<file path="config.mk">
export PLATFORM = sky130hd
export DESIGN_NAME = reg_scoreboard
export DESIGN_NICKNAME = d
export VERILOG_FILES = /design/src/rtl/reg_scoreboard.sv
export SDC_FILE = /design/constraint.sdc
export NUM_CORES = 1
export LEC_CHECK = 0
export CORE_ASPECT_RATIO = 1.75
export CORE_MARGIN = 4
export CORE_UTILIZATION = 58
export CTS_CLUSTER_SIZE = 12
export DETAILED_ROUTE_END_ITERATION = 8
export GPL_TIMING_DRIVEN = 0
export MAX_ROUTING_LAYER = met4
export PLACE_DENSITY = 0.81
export SETUP_SLACK_MARGIN = 0.4
export SYNTH_ARGS = -nofsm -noshare
export SYNTH_HDL_FRONTEND = slang
export SYNTH_SLANG_ARGS = --single-unit
</file>
<file path="constraint.sdc">
create_clock -name clk -period 4.4 [get_ports clk]
set_input_delay 0.88 -clock clk [delete_from_list [all_inputs] [get_ports clk]]
set_output_delay 0.88 -clock clk [all_outputs]
set_load 0.005 [all_outputs]
</file>
<file path="src/rtl/reg_scoreboard.sv">
// reg_scoreboard: register-file write scoreboard for the pipelined core.
// Tracks outstanding writes per architectural register with a small
// saturating counter. Issue stalls on a pending source or a saturated
// destination counter. Register 31 (XZR) is never tracked.
//
// Optional feature macro: SCOREBOARD_WB_BYPASS_EN
//   When defined, a source register whose last outstanding write retires in
//   the same cycle does not stall. This depends on the register file
//   forwarding a write to a read in the same cycle.
module reg_scoreboard #(
  parameter int CNT_W = 2
) (
  input  logic        clk,
  input  logic        reset,
  input  logic        issue_valid,
  input  logic        issue_wr,
  input  logic [4:0]  issue_rd,
  input  logic [4:0]  issue_rn,
  input  logic [4:0]  issue_rm,
  input  logic        wb_valid,
  input  logic [4:0]  wb_rd,
  output logic        stall,
  output logic        issue_accept,
  output logic [31:0] pending,
  output logic        busy,
  output logic        err_underflow
);

  localparam logic [4:0]       XZR     = 5'd31;
  localparam logic [CNT_W-1:0] CNT_MAX = '1;
  localparam logic [CNT_W-1:0] CNT_ONE = CNT_W'(1);

  logic [CNT_W-1:0] count_q [32];
  logic [CNT_W-1:0] count_d [32];
  logic [31:0]      pending_q, pending_d;
  logic             busy_q, busy_d;
  logic             err_q, err_d;

  logic [CNT_W-1:0] cnt_rn, cnt_rm, cnt_rd, cnt_wb;
  logic             src_hz_rn, src_hz_rm, sat_hz, underflow;

  assign cnt_rn = count_q[issue_rn];
  assign cnt_rm = count_q[issue_rm];
  assign cnt_rd = count_q[issue_rd];
  assign cnt_wb = count_q[wb_rd];

  // Hazard detection from the current counts; zero-cycle path to stall.
  always_comb begin
    src_hz_rn = (issue_rn != XZR) && (cnt_rn != '0);
    src_hz_rm = (issue_rm != XZR) && (cnt_rm != '0);
`ifdef SCOREBOARD_WB_BYPASS_EN
    // Last outstanding write retiring now is forwarded by the register file.
    if (wb_valid && (wb_rd == issue_rn) && (cnt_rn == CNT_ONE)) src_hz_rn = 1'b0;
    if (wb_valid && (wb_rd == issue_rm) && (cnt_rm == CNT_ONE)) src_hz_rm = 1'b0;
`endif
    // A saturated counter can still take a new write if one retires this cycle.
    sat_hz = issue_wr && (issue_rd != XZR) && (cnt_rd == CNT_MAX) &&
             !(wb_valid && (wb_rd == issue_rd));
    stall        = issue_valid && (src_hz_rn || src_hz_rm || sat_hz);
    issue_accept = issue_valid && !stall && !reset;
  end

  // Next-state counts, pending vector and sticky underflow flag.
  always_comb begin
    count_d   = count_q;
    pending_d = '0;
    underflow = wb_valid && (wb_rd != XZR) && (cnt_wb == '0);
    for (int i = 0; i < 31; i++) begin
      logic inc, dec;
      inc = issue_accept && issue_wr && (issue_rd == 5'(i));
      dec = wb_valid && (wb_rd == 5'(i)) && (count_q[i] != '0);
      count_d[i] = count_q[i] + CNT_W'(inc) - CNT_W'(dec);
    end
    count_d[31] = '0;
    for (int i = 0; i < 32; i++) begin
      pending_d[i] = (count_d[i] != '0);
    end
    busy_d = |pending_d;
    err_d  = err_q || underflow;
  end

  // State registers with synchronous reset that drops all outstanding writes.
  always_ff @(posedge clk) begin
    if (reset) begin
      count_q   <= '{default: '0};
      pending_q <= '0;
      busy_q    <= 1'b0;
      err_q     <= 1'b0;
    end else begin
      count_q   <= count_d;
      pending_q <= pending_d;
      busy_q    <= busy_d;
      err_q     <= err_d;
    end
  end

  assign pending       = pending_q;
  assign busy          = busy_q;
  assign err_underflow = err_q;

endmodule

</file>
# After elaboration in Yosys (flattened, before gate mapping)
# Cells that the tools add are included.
# word_totals
regBits	98
out_inout_bits	36
elab_cells	363
# classes
n_reduce_logical	179
n_bitwise	4
addsub	62
n_mux	12
eq_ne	66
order_cmp	4
# op_table
op	count
equality test 5 bit (second input constant)	30
nonzero test 2 bit	64
logical AND 1 bit	105
equality test 5 x 4 -> 1 bit (second input constant)	16
adder 2 x 1 -> 2 bit	31
subtractor 2 x 1 -> 2 bit	31
binary-select mux 2 bit (select 5 bit)	4
equality test 5 x 3 -> 1 bit (second input constant)	8
OR reduction 31 bit	1
greater-or-equal comparator 6 bit (second input constant)	4
NOT 5 -> 6 bit	4
equality test 5 x 2 -> 1 bit (second input constant)	4
!= test 5 bit (second input constant)	4
two-way mux 2 bit	8
equality test 5 x 1 -> 1 bit (second input constant)	2
zero test 5 bit	2
equality test 5 bit	1
zero test 1 bit	3
logical OR 1 bit	3
equality test 2 bit (second input constant)	1
zero test 2 bit	1

# Longest topological paths before layout
# depth
word_depth	18
mapped_depth	18
ltp_nobuf	14

# Worst setup path after synthesis
# OpenSTA, ideal clock, no wires.
# synth_path
path_kind	in2reg
from	input port issue_rd[0]
to	register busy_q (netlist: busy)
t_required_ps	4267
path_stages	17
slack_ps	333
t_arrival_ps	3934
setup_ps	133
path_cell_list	buf_2 > buf_4 > mux4_2 > nand2_1 > o211ai_1 > and3_1 > o211ai_2 > buf_2 > nand4_1 > ha_1 > inv_1 > ha_1 > xor2_1 > xnor2_1 > nand4_1 > nor4_1 > a31oi_1
# synth_between
elab_chain_len	18
word_cells_on_any_way	174
# synth_rtl
item	line_no	text
start: declaration	17	input logic [4:0] issue_rd,
NOT 5 -> 6 bit (implied by the code)	44	assign cnt_rd = count_q[issue_rd];
binary-select mux 2 bit (select 5 bit)	44	
two-way mux 2 bit (implied by the code) (2 in series)	44	
equality test 2 bit	57	sat_hz = issue_wr && (issue_rd != XZR) && (cnt_rd == CNT_MAX) &&
logical AND 1 bit (2 in series)	57	
logical OR 1 bit	59	stall = issue_valid && (src_hz_rn || src_hz_rm || sat_hz);
logical AND 1 bit	59	
zero test 1 bit	60	issue_accept = issue_valid && !stall && !reset;
logical AND 1 bit (2 in series)	60	
logical AND 1 bit (2 in series)	70	inc = issue_accept && issue_wr && (issue_rd == 5'(i));
adder 2 x 1 -> 2 bit	72	count_d[i] = count_q[i] + CNT_W'(inc) - CNT_W'(dec);
subtractor 2 x 1 -> 2 bit	72	
nonzero test 2 bit	76	pending_d[i] = (count_d[i] != '0);
OR reduction 31 bit *	78	busy_d = |pending_d;
end signal: assignment	92	busy_q <= busy_d;
end: declaration	36	logic busy_q, busy_d;
# Every way passes the cells marked *; elsewhere a longest branch is shown, timed or not. The select of a mux whose other input is x is not followed.
# A chain may end at the register's enable or synchronous reset.

==> impl_results.md <==
* Status: finished clean
* Logic pwr share at 14.6%
* Total Power at 0.001924 W
* Clock skew at 0.007266 ns
* RSZ-0062 raised after global routing: yes
* Hold EP: err_underflow$_SDFF_PP0_
* Hold wc startpoint: err_underflow$_SDFF_PP0_
* Area growth syn-to-layout at 34.47%
* Req. time, crit path at 4.61 ns
* Min-Delay Path Class: reg -> reg
* # setup viols final at 0
* Reg2reg end: busy$_SDFF_PP0_
* Initial Util at 59.21%
* CP max FO at 5
* Crit end category: register
* Mapped Cells at 685
* PortBufs at 48
* Layout cell share with drive strength beyond 1 at 29.56%
* R2r setup slk at 0.17 ns
* Final hold violations at 0
* Post-route ant nets at 0
* Main synth FF type: dfxtp_1
* CP Launch Type: primary input
* Crit path DAT at 4.58 ns
* Synth Cell Area at 6297 um2
* Reg2Reg Launch Point: count_q[58]$_SDFF_PP0_
* DRT Pass-1 Iters at 7
* Post-DP HPWL at 17850 um
* Skew-Pair Late Insertion Delay at 0.35 ns
* Total number of vias at 6281
* # rows at 50
* First-pass GRT wire length at 36870 um
* Non-Filler Instances at 925
* P_sw at 0.0005472 W
* Hold path depth at 2
* Hold_buf cts at 0
* Yosys warning total at 0
* Post-synth EDFFs at 0
* Net count, final at 877
* Design area at 8468 um2
* Final antenna diode count at 0
* Vias per cell at 6.790
* VDD IR max at 302.9 uV
* Synth top area cells: dfxtp_1 30%, ha_1 12%, mux4_2 9.7%
* Register area share after synthesis at 30.20%
* Cell internal pwr at 0.001377 W
* Reg clk slew, reported paths at 0.07 ns
* Yosys top cell by area: dfxtp_1
* Post-synth top area share at 30.20%
* Sequential share of power at 44.9%
* Clock power frac at 40.5%
* Pins Over Slew Limit at 0
* Wire length per cell at 27.11 um
* DRC at 0
* Vias in the first global route at 6442
* GR Util All Layers at 40.76%
* Cells after DPL at 863
* Placer Congestion at 1.057
* Routed WL at 25070 um
* Placed inst area at 6949 um2
* CTS tree: done
* Pwr Density at 227.2 nW/um2
* Initial antenna violation count at 0
* Sw Share at 28.44%
* CTS buffer count at 9
* Reg2reg path depth at 17
* Clock root cell: clkbuf_16
* Synth top cells by count: 95 x dfxtp_1, 78 x nor2_1, 62 x ha_1
* Relative max-transition margin at 37.94%
* Final min period at 4.368 ns
* Core ar. at 10640 um2
* Synth unique cells at 53
* Die height at 145.8 um
* Iter 0 DRT Violations at 591
* Clk buf depth at 2
* Critical path class: in -> reg
* Die ar. at 12650 um2
* Post-Syn Nets at 772
* Grt ovf at 0
* H-Tree Depth at 3
* Post-synthesis async set-or-reset flop share at 0%
* Largest net degree at the start of global routing at 19
* Leak at 3.687 nW
* Fillers at 704
* Worst Tran Pin Value at 0.9309 ns
* Count leader, synth: dfxtp_1
* CTS Sinks at 95
* # IOs at 61
* Chip Width at 86.77 um
* Ratio of final minimum period to clock period at 99.26%
* Max Fclk at 229.0 MHz
* Yosys reg bits at 95
* Avg Synthesized Cell Area at 9.193 um2
* Max_cap viols at 0
-- per-layer routing --
metal	share of wire [%]	GRT usage, %	vias up
met2	47	62.62	521
met5	0	-	-
met4	12	34.79	0
met3	9.1	7.309	210
met1	33	44.26	2914
li1	-	-	2636
-- layout make-up --
type	count	area [um2]	share of cell area [%]
inverters	34	130.1	1.537
multi-input cells	517	4737	55.94
repair buffers	94	925.9	10.93
flip-flops and latches	95	1902	22.46
well taps	130	162.7	1.921
clock inverters	7	62.56	0.7388
plain buffers	39	322.8	3.812
clock buffers	9	225.2	2.660
-- worst max-delay path, cell delays in order --
cell,delay [ns]
buf_16,0.11
mux4_2,0.51
a22oi_2,0.27
o211ai_1,0.14
and3_4,0.21
o211ai_4,0.29
buf_6,0.18
buf_4,0.11
nand3_1,0.11
ha_1,0.33
inv_1,0.04
ha_1,0.34
nor4_1,0.53
nand4_1,0.17
nor3_1,0.24
a31oi_1,0.12
-- how the worst max path moves through the flow --
stage | from | endpoint | slack [ns]
finish | issue_rd[0] | busy$_SDFF_PP0_ | 0.03
global route | issue_rd[0] | busy$_SDFF_PP0_ | -0.05
global placement | issue_rn[4] | busy$_SDFF_PP0_ | -1.29
detailed placement | issue_rn[4] | busy$_SDFF_PP0_ | -1.31
CTS | issue_rn[1] | busy$_SDFF_PP0_ | 0.25
floorplan | issue_rn[1] | busy$_SDFF_PP0_ | 0.42
-- flip-flops by register name, summed over array words and instances (netlist names) --
| signal | cells |
|---|---|
| pending | 31 |
| count_q | 62 |
| busy | 1 |
| err_underflow | 1 |
-- cells by family after synthesis --
group	after synthesis	share of synthesized area, %
buf+inv	73	4.967
fa+ha+maj	62	12.32
flops	95	30.20
mux	31	10.55
simple gates	303	25.15
xor+xnor	67	9.318
compound gates	53	7.431
other cells	1	0.05955
-- per-stage QoR --
stage / util [%] / worst slack [ns] / hold WS [ns] / setup TNS (ns)
global route: 79.62 / -0.05441 / 0.5519 / -0.05441
CTS: 75.99 / 0.2456 / 0.5018 / 0
detailed placement: 65.34 / -1.314 / 0.4920 / -41.06
floorplan: - / 0.4182 / 0.4804 / 0
finish: 79.62 / 0.03246 / 0.5082 / 0
global placement: 65.34 / -1.287 / 0.4818 / -36.04
-- cells in the final DEF, fill, tap and decap left out, types with 5 or more instances in the layout --
cell type	count
a31oi_1	5
nand3_1	31
ha_2	5
nand2b_1	8
inv_1	32
nor3_4	6
nor3_2	6
clkdlybuf4s50_1	42
xor2_1	27
a2111oi_4	7
nor3_1	43
buf_6	9
mux4_2	27
or2_4	5
nor2_1	75
clkbuf_16	9
clkbuf_2	5
xnor2_1	16
ha_1	56
dfxtp_1	95
buf_4	43
xor2_2	8
nor4_1	6
or2_2	27
clkbuf_1	10
nand4_1	21
buf_16	5
buf_1	5
nor2b_1	37
xnor2_2	16
nand2_1	16
-- power groups by stage --
stage	registers, W	logic [W]	clock network [W]
after floorplan	0.000884	0.000115	0
after global placement	0.000884	0.000187	0
after detailed placement	0.000884	0.000189	0
after CTS	0.000864	0.000252	0.000776
after global routing	0.000864	0.000289	0.000817
final	0.000864	0.000282	0.000778
-- timing repair --
action                                  4_1_cts  5_1_grt
pin swaps                                    41       44
endpoints found under the setup margin       93       32
setup buffers                                33        8
gates resized for setup                     113       60
cloned                                        5        0
(Power assumes the default switching activity.)
